File: src/rtl/ucode_pkg.sv
// Shared definitions for the LC3 microprogram sequencer: condition-select
// encodings, default reset/trap addresses and the sequencing-field layout.
package ucode_pkg;

    typedef enum logic [2:0] {
        COND_NONE = 3'd0,
        COND_R    = 3'd1,
        COND_BEN  = 3'd2,
        COND_ADDR = 3'd3,
        COND_PSR  = 3'd4,
        COND_INT  = 3'd5
    } cond_e;

    localparam int UCODE_ADDR_W     = 6;
    localparam int UCODE_RESET_ADDR = 18;
    localparam int UCODE_TRAP_ADDR  = 63;

    typedef struct packed {
        logic [UCODE_ADDR_W-1:0] j;
        cond_e                   cond;
        logic                    ird;
        logic                    call;
        logic                    ret;
        logic [UCODE_ADDR_W-1:0] tgt;
    } useq_fields_t;

    // One-hot OR mask applied to j; codes 6 and 7 are reserved and act as "no change".
    function automatic logic [7:0] cond_mask(
        input logic [2:0] cond,
        input logic       r,
        input logic       ben,
        input logic       ir_11,
        input logic       psr_15,
        input logic       int_req
    );
        logic [7:0] m;
        m = 8'd0;
        case (cond)
            COND_R:    m[1] = r;
            COND_BEN:  m[2] = ben;
            COND_ADDR: m[0] = ir_11;
            COND_PSR:  m[3] = psr_15;
            COND_INT:  m[4] = int_req;
            default:   m    = 8'd0;
        endcase
        return m;
    endfunction

endpackage

File: src/rtl/ucode_ret_stack.sv
// LIFO of micro-subroutine return addresses; push into a full stack and
// pop from an empty one are ignored (the sequencer flags those cases).
module ucode_ret_stack #(
    parameter int DEPTH = 4,
    parameter int W     = 6
) (
    input  logic                     clk,
    input  logic                     rst,
    input  logic                     push,
    input  logic                     pop,
    input  logic [W-1:0]             din,
    output logic [W-1:0]             dout,
    output logic                     full,
    output logic                     empty,
    output logic [$clog2(DEPTH):0]   sp
);
    localparam int IDX_W = $clog2(DEPTH);
    localparam int SP_W  = IDX_W + 1;

    logic [W-1:0]     r_mem [DEPTH];
    logic [SP_W-1:0]  r_sp;
    logic [IDX_W-1:0] w_top_idx;
    logic [IDX_W-1:0] w_wr_idx;

    assign w_top_idx = IDX_W'(r_sp - SP_W'(1));
    assign w_wr_idx  = IDX_W'(r_sp);
    assign full      = (r_sp == SP_W'(DEPTH));
    assign empty     = (r_sp == {SP_W{1'b0}});
    assign dout      = r_mem[w_top_idx];
    assign sp        = r_sp;

    // Occupancy pointer; reset discards the stack contents.
    always_ff @(posedge clk or posedge rst) begin
        if (rst) begin
            r_sp <= {SP_W{1'b0}};
        end else if (push && !full) begin
            r_sp <= r_sp + SP_W'(1);
        end else if (pop && !empty) begin
            r_sp <= r_sp - SP_W'(1);
        end
    end

    // Entry storage, no reset needed since entries are only read below sp.
    always_ff @(posedge clk) begin
        if (push && !full) begin
            r_mem[w_wr_idx] <= din;
        end
    end

endmodule

File: src/rtl/ucode_sequencer.sv
// LC3 microprogram sequencer: next-address select, call/return stack and
// sticky error flags. Define UCODE_SEQ_WDOG_EN to add the memory-wait watchdog.
module ucode_sequencer
    import ucode_pkg::*;
#(
    parameter int ADDR_W      = 6,
    parameter int OP_W        = 4,
    parameter int STACK_DEPTH = 4,
    parameter int RESET_ADDR  = UCODE_RESET_ADDR,
    parameter int TRAP_ADDR   = UCODE_TRAP_ADDR,
    parameter int WDOG_LIMIT  = 255
) (
    input  logic                           clk,
    input  logic                           rst,
    input  logic                           en,
    input  logic [ADDR_W-1:0]              j,
    input  logic [2:0]                     cond,
    input  logic                           ird,
    input  logic                           call,
    input  logic                           ret,
    input  logic [ADDR_W-1:0]              tgt,
    input  logic [OP_W-1:0]                ir_op,
    input  logic                           ir_11,
    input  logic                           r,
    input  logic                           ben,
    input  logic                           psr_15,
    input  logic                           int_req,
    output logic [ADDR_W-1:0]              upc,
    output logic [ADDR_W-1:0]              upc_next,
    output logic [$clog2(STACK_DEPTH):0]   sp,
`ifdef UCODE_SEQ_WDOG_EN
    output logic                           wdog_trip,
`endif
    output logic                           err_ovf,
    output logic                           err_unf
);
    logic [ADDR_W-1:0] r_upc;
    logic              r_err_ovf;
    logic              r_err_unf;
    logic [ADDR_W-1:0] w_jm;
    logic [ADDR_W-1:0] w_sel;
    logic [ADDR_W-1:0] w_top;
    logic              w_push;
    logic              w_pop;
    logic              w_set_ovf;
    logic              w_set_unf;
    logic              w_full;
    logic              w_empty;
    logic              w_fire;
    logic              w_step;

    assign w_jm = j | ADDR_W'(cond_mask(cond, r, ben, ir_11, psr_15, int_req));

    // Next-address priority: dispatch, return, call, then the condition-modified jump.
    always_comb begin
        w_sel     = w_jm;
        w_push    = 1'b0;
        w_pop     = 1'b0;
        w_set_ovf = 1'b0;
        w_set_unf = 1'b0;
        if (ird) begin
            w_sel = ADDR_W'(ir_op);
        end else if (ret) begin
            if (!w_empty) begin
                w_sel = w_top;
                w_pop = 1'b1;
            end else begin
                w_sel     = ADDR_W'(RESET_ADDR);
                w_set_unf = 1'b1;
            end
        end else if (call) begin
            w_sel = tgt;
            if (!w_full) begin
                w_push = 1'b1;
            end else begin
                w_set_ovf = 1'b1;
            end
        end else begin
            w_sel = w_jm;
        end
    end

`ifdef UCODE_SEQ_WDOG_EN
    localparam int WD_RAW = $clog2(WDOG_LIMIT + 1);
    localparam int WD_W   = (WD_RAW < 8) ? 8 : ((WD_RAW > 16) ? 16 : WD_RAW);

    logic [WD_W-1:0] r_wdog;
    logic            r_trip;
    logic            w_wait;

    assign w_fire = (r_wdog == WD_W'(WDOG_LIMIT));
    assign w_wait = (cond == COND_R) && !r && (w_sel == r_upc);

    // Counts consecutive self-looping memory waits; trips once at the limit.
    always_ff @(posedge clk or posedge rst) begin
        if (rst) begin
            r_wdog <= {WD_W{1'b0}};
            r_trip <= 1'b0;
        end else if (en) begin
            if (w_fire) begin
                r_wdog <= {WD_W{1'b0}};
                r_trip <= 1'b1;
            end else if (w_wait) begin
                r_wdog <= r_wdog + WD_W'(1);
            end else begin
                r_wdog <= {WD_W{1'b0}};
            end
        end
    end

    assign wdog_trip = r_trip;
`else
    assign w_fire = 1'b0;
`endif

    assign upc_next = w_fire ? ADDR_W'(TRAP_ADDR) : w_sel;
    // A watchdog trap overrides the cycle's call/return, so the stack is left alone.
    assign w_step   = en && !w_fire;

    ucode_ret_stack #(
        .DEPTH (STACK_DEPTH),
        .W     (ADDR_W)
    ) u_stack (
        .clk   (clk),
        .rst   (rst),
        .push  (w_push && w_step),
        .pop   (w_pop && w_step),
        .din   (w_jm),
        .dout  (w_top),
        .full  (w_full),
        .empty (w_empty),
        .sp    (sp)
    );

    // Micro-PC and sticky error flags; only reset clears the flags.
    always_ff @(posedge clk or posedge rst) begin
        if (rst) begin
            r_upc     <= ADDR_W'(RESET_ADDR);
            r_err_ovf <= 1'b0;
            r_err_unf <= 1'b0;
        end else if (en) begin
            r_upc     <= upc_next;
            r_err_ovf <= r_err_ovf | (w_set_ovf && !w_fire);
            r_err_unf <= r_err_unf | (w_set_unf && !w_fire);
        end
    end

    assign upc     = r_upc;
    assign err_ovf = r_err_ovf;
    assign err_unf = r_err_unf;

endmodule

File: config.mk
export PLATFORM = sky130hd
export DESIGN_NAME = ucode_sequencer
export DESIGN_NICKNAME = d
export VERILOG_FILES = /design/src/rtl/ucode_pkg.sv /design/src/rtl/ucode_ret_stack.sv /design/src/rtl/ucode_sequencer.sv
export SDC_FILE = /design/constraint.sdc
export NUM_CORES = 1
export LEC_CHECK = 0
export ABC_AREA = 1
export CAP_MARGIN = 20
export CORE_ASPECT_RATIO = 1.25
export CORE_MARGIN = 1.5
export CORE_UTILIZATION = 39
export CTS_CLUSTER_DIAMETER = 150
export DETAILED_ROUTE_END_ITERATION = 10
export PLACE_DENSITY = 0.67
export SYNTH_ARGS = -nofsm -noshare
export SYNTH_HDL_FRONTEND = slang
export SYNTH_HIERARCHICAL = 1
export SYNTH_SLANG_ARGS = --single-unit
File: constraint.sdc
create_clock -name clk -period 1.9 [get_ports clk]
set_input_delay 0.38 -clock clk [delete_from_list [all_inputs] [get_ports clk]]
set_output_delay 0.38 -clock clk [all_outputs]
set_load 0.1 [all_outputs]
==> results.md <==
- Grt total ovfl: 0
- R2r setup slk: around 0.14 ns
- Total track usage: 19.7%
- CTS tree: yes
- CP top delay family: flip-flops
- Filler cell count: slightly below 400
- DPL Wire Length: around 3700 um
- Via/cell ratio: between 4 and 5
- Synthesized cell area: slightly below 2000 um^2
- Worst Clk Skew: approximately 0.0077 ns
- Routed Wire Length: about 4800 um
- Failing checks: negative setup slack
- GPL Wtd Cong: slightly below 0.9
- CTS buffer count: 5
- Fin crit share: 124%
- CP Data Arrival Time: 1.97 ns
- Vias in the first global route: roughly 1700
- Mapped Cells: approximately 230
- Die Footprint: roughly 5400 um^2
- RSZ-0062 raised after global routing: true
- Synth unique cells: 26
- Hold WS: around 0.32 ns
- Seq/Total Area, Yosys: roughly half
- Fmax: ~430 MHz
- Max-cap violation count: 0
- R2R Path Start: u_stack/sp[0]
- Die height: between 80 and 90 um
- CTS H-tree lvls: 2
- Worst-margin pin slew: approximately 0.35 ns
- Maximum fanout along the worst path: 8
- Share of layout cells above drive strength 1: between 30% and 40%
- Setup Viol. Count Final: 6
- Outcome: finished with violations
- Vias: between 1500 and 2000
- Clock buffer depth: 2
- Area of the core: 4760 um^2
- Yosys Warn Count: 6
- Ordered cell list for the critical path: inv_6, ha_4, buf_6, o211ai_1, nand2_1, inv_1, nor2_2, nor2_2, a21boi_4, buf_12
- Post-synthesis area per instance: between 8 and 9 um^2
- Critical path class: reg2out
- PD cells: around 1500 nW/um^2
- # IOs: 47
- Startpoint types: register
- Routed length per instance: about 13 um
- Area Overhead vs Synth: 57.6%
- Fin. max-slew vios: 0
- Reg2Reg Depth: 10
- # DRC: 0
- Syn nets: ~260
- Slew margin rel.: 76.6%
- Number of DRC markers in iteration 0: 58
- CP max stage cell: dfrtp_4
- Seq cells post-synth: 35
- CTS Hold Bufs: 0
- Initial antenna violation count: 0
- Final hold violation count: 0
- Worst hold path type: in2async
- Die X: 66.0 um
- CP max stage delay: 0.44 ns
- Largest net degree at the start of global routing: 14
- CP required: ~1.5 ns
- First-pass GRT wire length: ~7800 um
- DRT Pass-1 Iters: 4
- Final worst setup slack: -0.451 ns
- Total power draw: between 4 and 5 mW
- Number of clock sinks: 35
- Post-DRT Antenna Nets: 0
- Starting density of the core: around 41%
- VDD IR-drop max: around 1.0 mV
- Clock Pin Slew Worst Setup and Hold Paths: about 0.070 ns
- Top cell by count, worst path: nor2_2
- Root buffer cell: clkbuf_8
- Antenna diode count: 0
- Tmin final: around 2.4 ns
- Worst flop-to-flop path endpoint: u_stack/sp[1]
- Final Net Count: between 300 and 400
- Crit path depth: 10
- Post-route core utilization: 63.9%
- Crit path capture type: primary output
- Core Rows: 28
- Leak: 1.34 nW
- Clk_lat worst skew: 0.29 ns
- CP bufs+invs: 4
- PortBufs: 46
[layout by cell type (no fill, tap or decap), types with 3 or more instances in the layout]
master and count:
nand2_1 57, buf_4 31, clkdlybuf4s50_1 29, inv_1 28, edfxtp_1 24, nand3_1 17, nor2_2 15, nor2_1 12
buf_12 12, o21ai_1 6, dfrtp_1 6, o211ai_1 6, inv_2 5, nand2_2 5, nor2_4 5, clkbuf_8 5
or2_0 3, a21boi_4 3, inv_6 3, o21ai_0 3, ha_1 3
[state kept, by name, summed over array words and instances (netlist names)]
register / count
err_ovf: 1
err_unf: 1
upc: 6
u_stack/sp: 3
u_stack/r_mem: 24
[layer usage]
layer  wire length, um  global-route usage (%)  part of all wire [%]
met5                 0                       0                     0
met4               118                    9.18                   2.5
met3               234                    4.66                   4.9
met2              2580                    36.9                    54
met1              1880                    20.6                    39
[synthesized netlist by cell type]
library cell / instances / area (um^2)
nand2_1: 61 / 229
inv_1: 33 / 124
edfxtp_1: 24 / 721
nor2_1: 22 / 82.6
nand3_1: 18 / 90.1
nor2_2: 10 / 62.6
dfrtp_1: 9 / 225
ha_1: 6 / 75.1
o211ai_1: 6 / 45.0
o21ai_0: 6 / 30.0
inv_2: 4 / 15.0
nand2_2: 4 / 25.0
a21boi_1: 3 / 22.5
o21ai_1: 3 / 15.0
or2_0: 3 / 18.8
buf_6: 2 / 22.5
dfstp_2: 2 / 52.6
o21bai_1: 2 / 15.0
a21oi_1: 1 / 5.00
a31o_2: 1 / 8.76
buf_2: 1 / 5.00
clkbuf_8: 1 / 13.8
nand3_2: 1 / 10.0
nand3b_1: 1 / 7.51
nand4_1: 1 / 6.26
nor3_1: 1 / 5.00
[per-stage QoR]
step / setup WS (ns) / cells / TNS, ns / area [um^2]
after global routing: -0.534 / 363 / -3.02 / 3040
after detailed placement: -0.251 / 352 / -6.33 / 2870
after global placement: -0.242 / 352 / -5.69 / 2870
after CTS: -0.402 / 360 / -2.35 / 3000
after floorplan: -0.664 / 226 / -3.83 / 2090
final: -0.451 / 363 / -2.48 / 3040
[where the power goes]
group / internal, mW / switching (mW) / leakage [nW]
sequential: 0.936 / 0.0727 / 0.342
combinational: 1.04 / 1.81 / 0.941
clock: 0.397 / 0.290 / 0.0587
[worst max path at each step]
stage	endpoint	slack (ns)	start
global placement	upc_next[0]	-0.24	ret
detailed placement	upc_next[0]	-0.25	ret
finish	upc_next[3]	-0.45	u_stack/sp[0]
CTS	upc_next[2]	-0.40	u_stack/sp[0]
floorplan	upc_next[2]	-0.66	u_stack/sp[0]
global route	upc_next[3]	-0.53	u_stack/sp[0]
[cells by family (layout without fill, tap and decap cells)]
family / after synthesis / after routing / synth area share (%)
and+or+nand+nor: 122 / 122 / 27.8
buffers and inverters: 41 / 118 / 9.33
DFF: 35 / 35 / 51.7
AOI/OAI and AO/OA: 22 / 22 / 7.32
adders and majority gates: 6 / 6 / 3.89
[repair_timing]
action	4_1_cts	5_1_grt
setup buffers	0	3
gates resized for setup	5	8
pin swaps	3	12
setup endpoints to repair	6	9
[layout make-up]
class / instances / area (um^2) / area share [%]
Timing Repair Buffer: 73 / 774 / 25.4
Clock buffer: 5 / 68.8 / 2.26
Sequential cell: 35 / 1010 / 33.1
Tap cell: 60 / 75.1 / 2.47
Clock inverter: 3 / 47.5 / 1.56
Multi-Input combinational cell: 150 / 915 / 30.0
Inverter: 37 / 156 / 5.14
No activity file was read; power rests on OpenSTA's default activity.
==> edit, RTL diff (config.mk and constraints unchanged) <==
Change the parameter `STACK_DEPTH` from 4 to 2.
--- a/src/rtl/ucode_sequencer.sv
+++ b/src/rtl/ucode_sequencer.sv
@@ -5,7 +5,7 @@
 #(
     parameter int ADDR_W      = 6,
     parameter int OP_W        = 4,
-    parameter int STACK_DEPTH = 4,
+    parameter int STACK_DEPTH = 2,
     parameter int RESET_ADDR  = UCODE_RESET_ADDR,
     parameter int TRAP_ADDR   = UCODE_TRAP_ADDR,
     parameter int WDOG_LIMIT  = 255
Ports: changed (resized sp); port bits go from 47 to 46. The function was not compared with the original's and may differ.
==> edit against the unedited design <==
The flow still finishes with violations (setup timing); total power decreased by 39%; area after synthesis decreased by 34%; non-clock buffer count increased by 7; worst setup slack improved by 0.29 ns; register-to-register slack got worse by 0.30 ns; design area decreased by 24%; sequential cell count decreased by 13; maximum frequency increased by 14%; via count decreased by 16%; critical path type is now flop to flop; wire length decreased by 17%.
==> edit: results (changes against the unedited design) <==
Netlist cell types: 21 (was 26)
Highest routed metal layer: met4 (unchanged)
Setup Skew: 0.00624 ns (was 0.00769 ns)
Most flops, register: u_stack/r_mem (unchanged)
Failing checks: setup timing (unchanged)
Commonest cells in the netlist: nand2_1 (55), inv_1 (21), nand3_1 (19) (was nand2_1 (61), inv_1 (33), edfxtp_1 (24))
Post-synth EDFFs: 12 (was 24)
M1 GR Usage: 22.9% (was 20.6%)
Final WS setup: -0.157 ns (was -0.451 ns)
GRT Overall Usage: 25.1% (was 19.7%)
Syn Nets: 196 (was 262)
Pre-CTS setup slack: -0.288 ns (was -0.251 ns)
Combinational power: 0.00170 W (was 0.00285 W)
Seq/Total Area, Yosys: 48.1% (was 51.7%)
Leak pwr: 1.09 nW (was 1.34 nW)
Setup violators final: 7 (was 6)
First-pass GRT wire length: 6510 um (was 7790 um)
Max Fanout on Critical Path: 6 (was 8)
Number of global-route vias before repair: 1,617 (was 1,713)
Number of vias per cell: 5.00 (was 4.67)
Cell Int Power: 0.00151 W (was 0.00237 W)
Cts bufs inserted: 3 (was 5)
Met2 routed WL: 2320 um (was 2580 um)
Max stage delay on crit path: 0.52 ns (was 0.44 ns)
FF-to-FF path depth: 14 (was 10)
Top cells by area, synth: edfxtp_1 (28%), nand2_1 (16%), dfrtp_1 (16%) (was edfxtp_1 (37%), nand2_1 (12%), dfrtp_1 (12%))
Share of layout cells above drive strength 1: 41.7% (was 34.3%)
Max FFs per register: 12 (was 24)
Worst reg2reg endpoint: upc[4] (was u_stack/sp[1])
Final hold slack: 0.304 ns (was 0.319 ns)
Number of instances in the placed design: 264 (was 352)
Average size of a mapped cell: 7.77 um^2 (was 8.55 um^2)
Critical path arrival: 2.26 ns (was 1.97 ns)
Status: finished, violations left (unchanged)
Routability Congestion: 0.750 (was 0.882)
Port Buffers: 45 (was 46)
Fillers: 232 (was 398)
CP delay by family, top: buffers and inverters (was flip-flops)
M2 GR Usage: 49.2% (was 36.9%)
Worst-path clk slew: 0.09 ns (was 0.07 ns)
Worst-Margin Slew: 0.412 ns (was 0.350 ns)
Crit end category: flop (was output port)
M3 GR Usage: 3.81% (was 4.66%)
Setup TNS: -0.797 ns (was -2.48 ns)
VDD IR max: 868 uV (was 1050 uV)
Clock Latency Late Sink: 0.27 ns (was 0.29 ns)
Synth async-reset ratio: 45.5% (was 31.4%)
Number of DRC markers in iteration 0: 36 (was 58)
H-tree lvl count: 1 (was 2)
Pwr Density: 1200 nW/um^2 (was 1490 nW/um^2)
Post-DP Area: 2090 um^2 (was 2870 um^2)
Post-Route M1 WL: 1400 um (was 1880 um)
Fin cells: 284 (was 363)
Routed wl met3: 154 um (was 234 um)
Routed len/inst: 14.0 um (was 13.3 um)
Total sequential power: 0.000643 W (was 0.00101 W)
edit: changes by cell type after synthesis, sizes merged, moves of 4 or more:
| cell | change |
|---|---|
| nand2 | -6 |
| o21ai | -6 |
| inv | -11 |
| edfxtp | -12 |
| nor2 | -13 |
| o211ai | -6 |
| ha | -4 |
edit: kinds of logic after synthesis:
| kind of cell | count (synthesis) | synth area share, % |
|---|---|---|
| simple gates | 103 | 35.3 |
| flops | 22 | 48.1 |
| fa+ha+maj | 2 | 1.96 |
| compound gates | 9 | 4.81 |
| buf+inv | 28 | 9.81 |
edit: what timing repair did:
item | in CTS | in global routing
cloned | 1 | 0
resized for setup | 17 | 5
pin swaps | 11 | 8
setup buffers | 13 | 2
setup endpoints to repair | 6 | 7
edit: area by class of cell:
cell class                 count  area, um^2  area share (%)
clock inverter                 1        30.0            1.29
timing repair inverter         1        7.51           0.323
clock buffer                   3        41.3            1.78
timing repair buffer          80         795            34.2
sequential                    22         621            26.7
inverter                      26         115            4.95
multi-input combinational    114         671            28.8
tap                           37        46.3            1.99
